<file path="config.mk">
export PLATFORM = sky130hd
export DESIGN_NAME = packet_check
export DESIGN_NICKNAME = d
export VERILOG_FILES = /design/src/rtl/packet_check.sv
export SDC_FILE = /design/constraint.sdc
export NUM_CORES = 1
export LEC_CHECK = 0
export CORE_MARGIN = 2
export CORE_UTILIZATION = 51
export CTS_CLUSTER_DIAMETER = 30
export DETAILED_ROUTE_END_ITERATION = 10
export PLACE_DENSITY = 0.88
export SLEW_MARGIN = 15
export SYNTH_ARGS = -nofsm -noshare
export SYNTH_HDL_FRONTEND = slang
export SYNTH_SLANG_ARGS = --single-unit
</file>
<file path="constraint.sdc">
create_clock -name clk -period 3.6 [get_ports clk]
set_input_delay 0.54 -clock clk [delete_from_list [all_inputs] [get_ports clk]]
set_output_delay 0.54 -clock clk [all_outputs]
set_load 0.01 [all_outputs]
</file>
<file path="src/rtl/packet_check.sv">
// Egress packet checker: parses generator framing, verifies header/payload,
// reports one metadata word per packet plus transit latency and error flags.
module packet_check #(
  parameter logic [45:0] MAC_BASE  = 46'h0,
  parameter logic [1:0]  MY_PORT   = 2'd0,
  parameter int unsigned CNT_WIDTH = 16
) (
  input  logic                 clk,
  input  logic                 reset,
  input  logic                 in_valid,
  input  logic [31:0]          in_data,
  input  logic [21:0]          cur_time,
  output logic                 meta_valid,
  output logic [31:0]          meta_out,
  output logic [21:0]          latency,
  output logic [3:0]           err,
  output logic [CNT_WIDTH-1:0] good_cnt,
  output logic [CNT_WIDTH-1:0] bad_cnt
);

  localparam int unsigned TS_W  = 22;
  localparam int unsigned LEN_W = 6;
  localparam int unsigned PAY_W = 9;

  typedef enum logic [2:0] {
    WAIT_W0, DMAC_LO, TS, RSVD, SRC0, SRC1, PAYLOAD, DROP
  } state_e;

  state_e               state_q, state_d;
  logic [LEN_W-1:0]     len_blocks_q, len_blocks_d;
  logic [1:0]           dst_q, dst_d;
  logic [1:0]           src_q, src_d;
  logic [TS_W-1:0]      ts_q, ts_d;
  logic [3:0]           err_acc_q, err_acc_d;
  logic [PAY_W-1:0]     pay_cnt_q, pay_cnt_d;
  logic                 meta_valid_q, meta_valid_d;
  logic [31:0]          meta_out_q, meta_out_d;
  logic [TS_W-1:0]      latency_q, latency_d;
  logic [3:0]           err_q, err_d;
  logic [CNT_WIDTH-1:0] good_cnt_q, good_cnt_d;
  logic [CNT_WIDTH-1:0] bad_cnt_q, bad_cnt_d;

  logic [LEN_W-1:0]     w0_len_blocks;
  logic                 w0_len_err;
  logic                 pay_bad;
  logic [3:0]           err_final;

  assign w0_len_blocks = in_data[26:21];
  assign w0_len_err    = (in_data[20:16] != 5'd0) || (in_data[31:27] != 5'd0) ||
                         (w0_len_blocks == 6'd0);
  assign pay_bad       = (in_data != 32'hFFFF_FFFF);
  assign err_final     = err_acc_q | {pay_bad, 3'b000};

  // Next-state, header parsing and completion reporting
  always_comb begin
    state_d      = state_q;
    len_blocks_d = len_blocks_q;
    dst_d        = dst_q;
    src_d        = src_q;
    ts_d         = ts_q;
    err_acc_d    = err_acc_q;
    pay_cnt_d    = pay_cnt_q;
    meta_valid_d = 1'b0;
    meta_out_d   = meta_out_q;
    latency_d    = latency_q;
    err_d        = err_q;
    good_cnt_d   = good_cnt_q;
    bad_cnt_d    = bad_cnt_q;

    if (state_q == DROP) begin
      if (!in_valid) state_d = WAIT_W0;
    end else if (in_valid) begin
      unique case (state_q)
        WAIT_W0: begin
          len_blocks_d = w0_len_blocks;
          if (w0_len_err) begin
            state_d      = DROP;
            meta_valid_d = 1'b1;
            meta_out_d   = {4'b0000, w0_len_blocks, 22'h0};
            err_d        = 4'b0001;
            if (bad_cnt_q != {CNT_WIDTH{1'b1}}) bad_cnt_d = bad_cnt_q + CNT_WIDTH'(1);
          end else begin
            state_d   = DMAC_LO;
            // Upper MAC bits are checked here so W0 need not be stored
            err_acc_d = {2'b00, in_data[15:0] != MAC_BASE[45:30], 1'b0};
            pay_cnt_d = PAY_W'({w0_len_blocks, 3'b000}) - PAY_W'(6);
          end
        end
        DMAC_LO: begin
          state_d = TS;
          dst_d   = in_data[1:0];
          if ((in_data[31:2] != MAC_BASE[29:0]) || (in_data[1:0] != MY_PORT))
            err_acc_d[1] = 1'b1;
        end
        TS: begin
          state_d = RSVD;
          ts_d    = in_data[21:0];
          if (in_data[31:22] != 10'd0) err_acc_d[2] = 1'b1;
        end
        RSVD: begin
          state_d = SRC0;
          if (in_data != 32'd0) err_acc_d[2] = 1'b1;
        end
        SRC0: begin
          state_d = SRC1;
          src_d   = in_data[1:0];
          if (in_data[31:2] != 30'd0) err_acc_d[2] = 1'b1;
        end
        SRC1: begin
          state_d = PAYLOAD;
          if (in_data != {30'd0, src_q}) err_acc_d[2] = 1'b1;
        end
        PAYLOAD: begin
          err_acc_d = err_final;
          pay_cnt_d = pay_cnt_q - PAY_W'(1);
          if (pay_cnt_q == PAY_W'(1)) begin
            state_d      = WAIT_W0;
            meta_valid_d = 1'b1;
            meta_out_d   = {src_q, dst_q, len_blocks_q, ts_q};
            latency_d    = cur_time - ts_q;
            err_d        = err_final;
            if (err_final == 4'd0) begin
              if (good_cnt_q != {CNT_WIDTH{1'b1}}) good_cnt_d = good_cnt_q + CNT_WIDTH'(1);
            end else begin
              if (bad_cnt_q != {CNT_WIDTH{1'b1}}) bad_cnt_d = bad_cnt_q + CNT_WIDTH'(1);
            end
          end
        end
        default: state_d = WAIT_W0;
      endcase
    end
  end

  always_ff @(posedge clk) begin
    if (reset) begin
      state_q      <= WAIT_W0;
      len_blocks_q <= '0;
      dst_q        <= '0;
      src_q        <= '0;
      ts_q         <= '0;
      err_acc_q    <= '0;
      pay_cnt_q    <= '0;
      meta_valid_q <= 1'b0;
      meta_out_q   <= '0;
      latency_q    <= '0;
      err_q        <= '0;
      good_cnt_q   <= '0;
      bad_cnt_q    <= '0;
    end else begin
      state_q      <= state_d;
      len_blocks_q <= len_blocks_d;
      dst_q        <= dst_d;
      src_q        <= src_d;
      ts_q         <= ts_d;
      err_acc_q    <= err_acc_d;
      pay_cnt_q    <= pay_cnt_d;
      meta_valid_q <= meta_valid_d;
      meta_out_q   <= meta_out_d;
      latency_q    <= latency_d;
      err_q        <= err_d;
      good_cnt_q   <= good_cnt_d;
      bad_cnt_q    <= bad_cnt_d;
    end
  end

  assign meta_valid = meta_valid_q;
  assign meta_out   = meta_out_q;
  assign latency    = latency_q;
  assign err        = err_q;
  assign good_cnt   = good_cnt_q;
  assign bad_cnt    = bad_cnt_q;

endmodule

</file>
==> Word-level counts from Yosys, hierarchy flattened <==
Index checks and enable logic that the tools add are counted.
{ "classes": {"n_eq_ne": 23, "n_mux": 32, "n_bitwise": 3, "n_reduce_logical": 30, "addsub": 5} }
{ "ops": {"columns": ["op", "n"], "rows": [
  ["16-bit 2-to-1 mux", 4],
  ["32-bit 2-to-1 mux", 2],
  ["32-bit one-hot mux with 2 select lines", 1],
  ["16-bit by 1-bit adder with 16-bit output, second input constant", 2],
  ["16-bit != test, second input constant", 2],
  ["32-bit by 2-bit != test with 1-bit output", 1],
  ["32-bit != test, second input constant", 1],
  ["16-bit one-hot mux with 2 select lines", 1],
  ["32-bit nonzero test", 1],
  ["30-bit nonzero test", 1],
  ["22-bit subtractor", 1],
  ["3-bit one-hot mux with 7 select lines", 1],
  ["2-bit != test, second input constant", 10],
  ["9-bit one-hot mux with 2 select lines", 1],
  ["16-bit nonzero test", 1],
  ["3-bit 2-to-1 mux", 5],
  ["3-bit AND reduction", 5],
  ["3-bit == test, second input constant", 4],
  ["4-bit 2-to-1 mux", 3],
  ["6-bit AND reduction", 2],
  ["5-bit AND reduction", 2],
  ["10-bit nonzero test", 1],
  ["5-bit nonzero test", 2],
  ["9-bit by 1-bit == test with 1-bit output, second input constant", 1],
  ["other kinds (23)", 38]
]} }
{ "word_totals": {"output_inout_bits": 91, "wordCells": 108, "regBits": 139} }

==> Longest topological paths before layout <==
Gate-level depths: netlist (run 1).
{ "logic_depth": {"word_depth": 7, "depth_mapped": 11, "ltp_nobuf": 11} }

==> Worst setup path before layout (run 1) <==
OpenSTA, ideal clock, no wires.
{ "synth_path": {"kind": "input to register", "startpoint": "input port in_data[23]", "endpoint": "register bad_cnt_q[11], in the netlist bad_cnt[11]", "t_required_ns": 3.472, "cell_stages": 9, "t_arrival_ns": 2.551, "n_path_buf": 1, "setup_ns": 0.128, "slack_ns": 0.921, "cell_sequence": "clkbuf_1 -> nor4_1 -> nand2_1 -> a2111oi_4 -> o21ai_4 -> nor4_4 -> nand4_1 -> xor2_1 -> nor2_1"} }
{ "synth_via": {"elab_chain_len": 5} }
{ "synth_rtl": {"columns": ["item", "line_no", "source"], "rows": [
  ["start: declaration", "11", "input logic [31:0] in_data,"],
  ["32-bit != test", "51", "assign pay_bad = (in_data != 32'hFFFF_FFFF);"],
  ["4-bit bitwise OR", "52", "assign err_final = err_acc_q | {pay_bad, 3'b000};"],
  ["4-bit zero test", "122", "if (err_final == 4'd0) begin"],
  ["2-bit != test (no source line)", null, null],
  ["6-bit AND reduction (no source line) *", null, null],
  ["end signal: assignment", "162", "bad_cnt_q <= bad_cnt_d;"],
  ["end: declaration", "41", "logic [CNT_WIDTH-1:0] bad_cnt_q, bad_cnt_d;"]
]} }
Every way passes the cells marked *; elsewhere a longest branch is shown, timed or not.
A chain may end at the register's enable or synchronous reset.

==> Worst setup path after layout (run 1) <==
{ "layout_path": {"startpoint": "input port in_data[25]", "endpoint": "register bad_cnt_q[15], in the netlist bad_cnt[15]"} }
Same word-level chain as after synthesis.

==> results of run 1 <==
power breakdown:
| part | internal, mW | leakage, nW | switching (mW) | total (mW) |
|---|---|---|---|---|
| clock network | 1.29 | 0.317 | 0.661 | 1.95 |
| registers | 1.58 | 1.12 | 0.0560 | 1.63 |
| logic | 0.257 | 1.80 | 0.343 | 0.600 |
| total | 3.13 | 3.23 | 1.06 | 4.19 |
worst register-to-register path, delay by kind of cell, from the launching register on:
| family | cells | cell delay (ps) |
|---|---|---|
| XOR/XNOR | 1 | 150 |
| flip-flops | 1 | 340 |
| AND/OR/NAND/NOR | 7 | 2230 |
through the flow:
| step | hold WS, ps | cells |
|---|---|---|
| after floorplan | 444 | 885 |
| after global placement | 438 | 1182 |
| after detailed placement | 444 | 1182 |
| after CTS | 451 | 1214 |
| after global routing | 460 | 1214 |
| final | 450 | 1214 |
layout make-up:
type                            count  share of cell area (%)
Inverter                           43                    1.73
Clock buffer                       19                    4.65
Multi-Input combinational cell    658                    41.5
Timing Repair Buffer              167                    17.7
Clock inverter                     13                    2.40
Tap cell                          176                    2.36
Sequential cell                   138                    29.7
registers in the layout (all words and copies together) (netlist names), 3 cells and up:
signal,count
ts_q,22
pay_cnt_q,9
latency,22
good_cnt,16
err,4
err_acc_q,3
len_blocks_q,6
bad_cnt,16
meta_out,32
state_q,3
synthesized netlist by cell type, drive strengths merged, types with 2 or more instances:
library cell,n,area share [%]
o32ai,2,0.25
nand4b,2,0.25
nor4b,3,0.59
and3,8,0.72
dfxtp,138,40
nand3b,3,0.32
a21o,5,0.54
or4,4,0.43
xnor2,24,3.0
clkbuf,37,2.0
nor2b,3,0.27
nand2,136,7.3
a221oi,2,0.25
nand4,16,1.5
a31oi,4,0.36
nor4,10,1.4
nor2,94,5.2
a21oi,92,6.6
mux2i,12,1.7
buf,9,0.58
or3,13,1.2
o21a,5,0.54
nor3,25,2.0
a22oi,4,0.43
nand3,63,4.5
and4,5,0.63
a211o,2,0.25
or2,3,0.27
nand2b,7,0.63
ha,26,4.7
and2,2,0.18
a311oi,9,1.1
inv,42,2.3
o21ai,31,2.4
o211ai,3,0.32
xor2,18,2.3
a211oi,8,0.86
per-layer routing:
metal,vias up,share of wire (%),GRT usage (%),wire (microns)
met5,-,0,0,0
met4,0,2.2,9.59,436
met3,45,7.6,7.12,1500
met2,284,46,42.9,8980
met1,3208,45,35.7,8750
li1,3387,-,-,-
path summary, 6_finish.rpt:
kind	to	cells after the start	slack, ps	start
setup / recovery	bad_cnt[15]	9	690	in_data[25]
hold / removal	meta_out[16]	2	450	meta_out[16]
setup reg to reg	good_cnt[11]	8	740	pay_cnt_q[4]
hold reg to reg	meta_out[16]	2	450	meta_out[16]
cells by family (layout without fill, tap and decap cells):
logic type | after synthesis | in the layout
buf+inv | 89 | 242
fa+ha+maj | 27 | 27
simple gates | 398 | 398
mux | 12 | 12
flops | 138 | 138
xor+xnor | 42 | 42
compound gates | 179 | 179
==> reports/metrics.yaml, run 1 <==
yosys:
  syn-num-nets: 969
  ys_ff_latch: 138
  synth_xor_area_share_pct: 5.29
  synth-edff-count: 0
  synthMuxAreaShare_pct: 1.73
  synth_cells: 885
  synth.cell_area_sq_um: 6960
  postSynthAreaPerCell_sq_um: 7.86
  synth-compound-area-share_pct: 15.7
  ys.flop_type: "dfxtp_1"
  synth_fa_ha_area_share_pct: 4.96
  ys_seq_area_share_pct: 39.7
  synth_warnings: 0
  async_flop_share_pct: 0
  synth.distinct_cells: 63
  synthSimpleGateAreaFrac_pct: 27.7
  synth_top_family_by_area: "simple AND/OR/NAND/NOR gates"
clocking:
  cts-buffers-inserted: 17
  cts_setup_buffers: 0
  cts.path.max_buffers: 2
  clk_latency_ps: 420
  cts-root-buf: "clkbuf_16"
  htree_levels: 4
  cts_tree: "yes"
  path_clk_slew_ps: 60
  cts_resized: 0
  cts_hold_buf: 0
  cts.sinks: 138
placement:
  hpwl_mm: 14.0
  dpl_cell_area_sq_um: 8660
  port_buffers: 147
  dp_slack_ps: 333
  place.gp.congestion: 0.951
critical_path:
  cp_num_buf_inv: 1
  crit_required_ps: 3890
  critPathLaunchType: "input port"
  worst-path-max-fanout: 7
  cp-end-kind: "register"
  cp.arrival_ps: 3200
  max_stage_delay_ps: 550
  critPathKind: "in2reg"
  cp_top_family: "simple AND/OR/NAND/NOR gates"
  cp_cell_sequence: "clkdlybuf4s50_1 -> nor4_1 -> nand2_1 -> a2111oi_4 -> o21ai_4 -> nor4_4 -> nand3_1 -> xor2_1 -> nor2_1"
  critPathSlowestCell: "a2111oi_4"
power_and_ir_drop:
  power_density_nw_per_um2: 450
  fin_total_pwr_mw: 4.19
  power.leakage_nw: 3.23
  peakVddDrop_mv: 0.319
finish:
  final_cell_mix: "clkdlybuf4s50_1 (146), dfxtp_1 (138), nand2_1 (136), a21oi_1 (92), nor2_1 (92)"
  layout_commonest_cell: "clkdlybuf4s50_1"
  fin_area_sq_um: 9310
  fill_cells: 1032
  multi_input_area_sq_um: 3870
  postLayoutCoreUtil_pct: 70.0
  drive_gt1_share_pct: 6.84
  antenna-diode-count: 0
  seq_area_sq_um: 2760
  syn_to_final_growth_pct: 33.9
  final_net_count: 1109
global_routing:
  grt_pass1_wl_mm: 31.4
  overflow: 0
  grt_pass1_vias: 6355
  grt_max_degree: 138
  antenna_found_initial: 0
  grt_use_total_pct: 27.1
timing:
  max_freq_ghz: 0.344
  finalWorstSetupSlack_ps: 693
  hold_viol: 0
  worst_clock_skew_ps: 7.96
  setup_violations: 0
  slew_headroom_pct: 49.1
  worst_pin_slew_ps: 764
  grt_setup_unrepaired: "no"
  finalCritPeriodShare_pct: 80.8
  final-max-slew-violation-count: 0
  tns_ps: 0
  post-route-min-period_ps: 2910
drt:
  route.detailed.drc: 0
  wl_per_cell_microns: 16.2
  drt_iter0_drc: 674
  vias: 6924
  via_per_inst: 5.70
  drtPass1Iterations: 5
  drtAntennaViolNets: 0
  drt_wl_total_mm: 19.7
die:
  initial_utilization_pct: 52.3
  die_area_sq_um: 14600
  fp.dieH_microns: 121
  ios: 148
  core_sq_um: 13300
  chipWidth_microns: 121
  fp-row-count: 42
min_path:
  hp-class: "reg2reg"
run:
  cap_violations: 0
status:
  status: "finished clean"
Note: power is estimated with default switching activity, not from simulation.
==> run 2: changes to the inputs <==
CORE_UTILIZATION = 46   (was 51)
PLACE_DENSITY = 0.84   (was 0.88)
clock period = 2.5 ns   (was 3.6 ns; I/O delays follow)
==> run 2 against run 1 <==
The flow now finishes with violations (negative setup slack). Critical endpoint is now good_cnt[9]. Setup slack worse by 720 ps. Worst hold slack worse by 110 ps. Largest cell class unchanged. Utilization down 0.51 points.
==> reports/metrics.yaml, run 2 (synthesized netlist as in run 1, its figures left out) <==
clocking:
  cts_tree: "yes"
  cts.path.max_buffers: 2  # unchanged
  htree_levels: 4  # unchanged
  path_clk_slew_ps: 60  # about the same
  cts-buffers-inserted: 17  # unchanged
  cts-root-buf: "clkbuf_16"
  clk_latency_ps: 420  # about the same
  cts.sinks: 138  # unchanged
  cts_hold_buf: 0  # unchanged
timing:
  grt_setup_unrepaired: "yes"
  slew_headroom_pct: 61.2  # +12 points
  hold_viol: 0  # unchanged
  worst_clock_skew_ps: 7.69  # -0.270 ps
  max_freq_ghz: 0.396
  final-max-slew-violation-count: 0  # unchanged
  setup_violations: 3  # +3
  worst_pin_slew_ps: 577  # -186 ps
  finalWorstSetupSlack_ps: -25.8  # -718 ps
  post-route-min-period_ps: 2530
  finalCritPeriodShare_pct: 101
  whs_ps: 343  # -107 ps
drt:
  via_per_inst: 5.70  # about the same
  drt_iter0_drc: 822  # +22%
  route.detailed.drc: 0  # unchanged
  drtPass1Iterations: 6  # +1
  drt_wl_total_mm: 22.2  # +13%
  vias: 7500  # +8.3%
  drtAntennaViolNets: 0  # unchanged
  wl_per_cell_microns: 16.8  # +3.9%
die:
  fp-row-count: 44  # +4.8%
  chipWidth_microns: 127  # +5.1%
  initial_utilization_pct: 47.5  # -4.8 points
  fp.dieH_microns: 127  # +5.1%
  ios: 148  # unchanged
  core_sq_um: 14600  # +10%
  die_area_sq_um: 16100  # +11%
critical_path:
  cp.arrival_ps: 2870  # -330 ps
  critPathSlowestCell: "or4_4"
  r2r_cells: 8  # unchanged
  crit_cells: 8  # -1
  cp_num_buf_inv: 1  # unchanged
  critPathLaunchType: "register"
  r2r-end: "good_cnt[9]"
  reg2reg_from: "pay_cnt_q[7]"
  critPathKind: "reg2reg"
  cp_top_family: "simple AND/OR/NAND/NOR gates"
  cp_cell_sequence: "or4_4 -> nor4_4 -> nand2_2 -> nor3_4 -> buf_4 -> nand4_4 -> or3_1 -> a21oi_1"
  ff2ff_setup_slack_ps: -30  # -770 ps
  max_stage_delay_ps: 580  # +30 ps
  crit_start: "pay_cnt_q[7]"
  crit_end: "good_cnt[9]"
  cp-end-kind: "register"
  worst-path-max-fanout: 9  # +2
  crit_required_ps: 2850  # -1040 ps
placement:
  place.gp.congestion: 0.923  # -3.0%
  port_buffers: 147  # unchanged
  hpwl_mm: 15.4  # +9.7%
power_and_ir_drop:
  fin_total_pwr_mw: 6.02  # +44%
  peakVddDrop_mv: 0.471  # +48%
  power_density_nw_per_um2: 591  # +31%
  power.leakage_nw: 3.77  # +17%
finish:
  antenna-diode-count: 0  # unchanged
  multi_input_area_sq_um: 4040  # +4.4%
  fill_cells: 1115  # +8.0%
  final_cell_mix: "clkdlybuf4s50_1 (139), dfxtp_1 (137), nand2_1 (134), buf_4 (108)"
  seq_area_sq_um: 2760  # about the same
  syn_to_final_growth_pct: 46.4
  drive_gt1_share_pct: 17.1  # +10 points
  final_net_count: 1204  # +8.6%
  largest_register_ff_count: 32  # unchanged
  layout_commonest_cell: "clkdlybuf4s50_1"
global_routing:
  grt_use_total_pct: 26.2  # -0.90 points
  antenna_found_initial: 0  # unchanged
  grt_max_degree: 52  # -62%
  grt_pass1_vias: 6997  # +10%
  overflow: 0  # unchanged
  grt_pass1_wl_mm: 34.1  # +8.4%
status:
  violations: "negative setup slack"
  status: "finished with violations"
run:
  cap_violations: 0  # unchanged
min_path:
  hp-class: "in2reg"
run 2: cell types whose count changed in the layout (fill, tap and decap cells not counted), moves of 4 or more:
cell / delta
o21ai_1: +4
clkdlybuf4s50_1: -7
nor3_1: -4
dlymetal6s2s_1: +7
buf_4: +89
buf_6: +5
o21ai_0: -4
run 2: tightest hold or removal path: stages:
cell            delay (ps)
dlymetal6s2s_1         190
nand2_1                 90
a21oi_1                 60
run 2: what timing repair did:
action,in CTS,in global routing
cloned,1,0
endpoints found under the setup margin,30,72
resized for setup,9,41
pin swaps,3,25
buffers inserted,2,8
run 2: where the power goes:
part | internal, mW | switching [mW] | total (mW)
sequential | 2.27 | 0.0588 | 2.33
clock | 1.61 | 0.973 | 2.58
combinational | 0.519 | 0.588 | 1.11
total | 4.40 | 1.62 | 6.02
run 2: cell type report:
cell class                      instances  share of cell area (%)
Inverter                               43                    1.59
Clock inverter                         12                    1.46
Sequential cell                       138                    27.1
Clock buffer                           19                    4.45
Tap cell                              184                    2.26
Timing Repair Buffer                  261                    23.4
Multi-Input combinational cell        659                    39.7
run 2: stage by stage:
step	instances	utilization, %	setup TNS [ps]	setup WS (ps)	instance area [sq um]
after floorplan	885	-	0	6.08	6960
after global placement	1274	63.5	-28420	-537	9300
after detailed placement	1274	63.5	-31720	-598	9300
after CTS	1308	68.1	-14.7	-14.7	9970
after global routing	1316	69.5	-1410	-104	10200
final	1316	69.5	-51.2	-25.8	10200
run 2: how the worst min path moves through the flow:
stage | start | endpoint | slack, ps | cells after the start
3_3_place_gp | meta_out[29] | meta_out[29] | 440 | 2
5_1_grt | in_data[5] | ts_q[5] | 360 | 3
2_1_floorplan | pay_cnt_q[7] | pay_cnt_q[7] | 440 | 2
4_1_cts | reset | bad_cnt[14] | 410 | 2
3_5_place_dp | latency[5] | latency[5] | 440 | 2
6_report | in_data[5] | ts_q[5] | 340 | 3
run 2: per-layer routing:
metal	global-route usage (%)	vias up	part of all wire, %
met1	32.8	3523	42
met5	0	-	0
met3	5.90	59	7.9
met4	10.3	0	3.3
li1	-	3569	-
met2	44.1	349	47
==> run 3: changes to the inputs <==
PLACE_DENSITY = 0.76   (was 0.84)
==> run 3 against run 2 <==
The run still ends with negative setup slack left. Cell count up 0.61%. Utilization up 1.1 points. Largest cell class unchanged. First-iteration DRC count down 17%. Critical path type unchanged. Largest power group unchanged. Total power up 7.0%. Register-to-register slack better by 20 ps. Critical path depth down 1. Cell area up 1.6%. Die area unchanged.
==> reports/metrics.yaml, run 3 (synthesized netlist as in run 1, its figures left out) <==
status:
  status: "finished with violations"
  violations: "negative setup slack"
drt:
  drt_wl_total_mm: 21.9  # -1.1%
  vias: 7488  # -0.16%
  via_per_inst: 5.66  # -0.76%
  route.detailed.drc: 0  # unchanged
  wl_per_cell_microns: 16.5  # -1.7%
  drt_iter0_drc: 681  # -17%
  drtAntennaViolNets: 0  # unchanged
  drtPass1Iterations: 6  # unchanged
clocking:
  htree_levels: 4  # unchanged
  clk_latency_ps: 430  # about the same
  cts_tree: "yes"
  cts.path.max_buffers: 2  # unchanged
  cts-root-buf: "clkbuf_16"
  path_clk_slew_ps: 60  # about the same
  cts.sinks: 138  # unchanged
  cts-buffers-inserted: 17  # unchanged
die:
  chipWidth_microns: 127  # unchanged
  ios: 148  # unchanged
  fp-row-count: 44  # unchanged
  die_area_sq_um: 16100  # unchanged
  fp.dieH_microns: 127  # unchanged
  core_sq_um: 14600  # unchanged
  initial_utilization_pct: 47.5  # unchanged
placement:
  dp_slack_ps: -633  # -34.8 ps
  place.gp.congestion: 0.903  # -2.1%
  port_buffers: 147  # unchanged
  hpwl_mm: 15.1  # -1.8%
global_routing:
  grt_max_degree: 110  # +110%
  grt_pass1_wl_mm: 33.7  # -0.97%
  antenna_found_initial: 0  # unchanged
  overflow: 0  # unchanged
  grt_use_total_pct: 25.9  # -0.29 points
  grt_pass1_vias: 6785  # -3.0%
finish:
  antenna-diode-count: 0  # unchanged
  largest_register_ff_count: 32  # unchanged
  final_net_count: 1212  # +0.66%
  drive_gt1_share_pct: 17.9  # +0.76 points
  layout_commonest_cell: "clkdlybuf4s50_1"
  postLayoutCoreUtil_pct: 70.6  # +1.1 points
  final_cell_mix: "clkdlybuf4s50_1 (140), dfxtp_1 (137), nand2_1 (135), buf_4 (118), nor2_1 (90)"
  syn_to_final_growth_pct: 48.7
power_and_ir_drop:
  fin_total_pwr_mw: 6.44  # +7.0%
  peakVddDrop_mv: 0.477  # +1.3%
  power.leakage_nw: 3.84  # +1.9%
  power_density_nw_per_um2: 623  # +5.4%
timing:
  setup_violations: 1  # -2
  grt_setup_unrepaired: "yes"
  final-max-slew-violation-count: 0  # unchanged
  worst_clock_skew_ps: 5.53  # -2.16 ps
  hold_viol: 0  # unchanged
  worst_pin_slew_ps: 527  # -50.2 ps
  max_freq_ghz: 0.399  # +0.78%
  finalWorstSetupSlack_ps: -6.15  # +19.6 ps
  slew_headroom_pct: 64.8  # +3.7 points
  post-route-min-period_ps: 2510  # -19.6 ps
  finalCritPeriodShare_pct: 100  # -0.78 points
min_path:
  worstHoldPathCells: 4  # +1
  hp-class: "in2reg"
critical_path:
  critPathLaunchType: "register"
  worst-path-max-fanout: 5  # -4
  cp.arrival_ps: 2870  # about the same
  critPathKind: "reg2reg"
  crit_required_ps: 2860  # about the same
  r2r_cells: 7  # -1
  cp-end-kind: "register"
run:
  cap_violations: 0  # unchanged
-- run 3: timing repair --
item                                    in CTS  in global routing
endpoints found under the setup margin      22                 56
hold buffers                                 0                  0
pin swaps                                   10                 21
setup buffers                                5                  4
gates cloned                                 1                  1
gates resized for setup                     10                 35
-- run 3: layer usage --
layer	GRT usage, %	vias to the layer above	wire length [microns]
met5	0	-	0
met4	9.05	0	556
met3	7.41	53	1940
met2	40.2	336	10000
met1	34.8	3497	9410
li1	-	3602	-
-- run 3: through the flow --
step | hold slack, ps | setup TNS, ps | cells | instance area, sq um
final | 382 | -6.15 | 1324 | 10300
after global routing | 407 | -794 | 1324 | 10300
after CTS | 452 | 0 | 1319 | 10100
after detailed placement | 443 | -29490 | 1283 | 9380
after global placement | 438 | -25450 | 1283 | 9380
after floorplan | 444 | 0 | 885 | 6960
-- run 3: cell type report --
type / count / area [sq um]
Clock buffer: 17 / 425
Clock inverter: 14 / 268
Fill cell: 1154 / 4300
Inverter: 43 / 161
Multi-Input combinational cell: 659 / 4050
Sequential cell: 138 / 2760
Tap cell: 184 / 230
Timing Repair Buffer: 269 / 2450
-- run 3: critical path: stages, from the launching register on --
cell and delay, ps:
dfxtp_2 320, or4_4 580, nor4_4 380, nand2_1 140, nor3_4 290, nand4_1 220, or3_1 360, a21oi_1 140
-- run 3: where the power goes --
part / switching, mW / internal, mW
sequential: 0.0585 / 2.27
combinational: 0.603 / 0.534
clock: 1.00 / 1.98
-- run 3: final timing paths --
path	slack, ps	endpoint	from
setup / recovery	-6	good_cnt[12]	pay_cnt_q[7]
hold / removal	380	ts_q[18]	in_data[18]
setup reg to reg	-6	good_cnt[12]	pay_cnt_q[7]
hold reg to reg	450	latency[7]	latency[7]
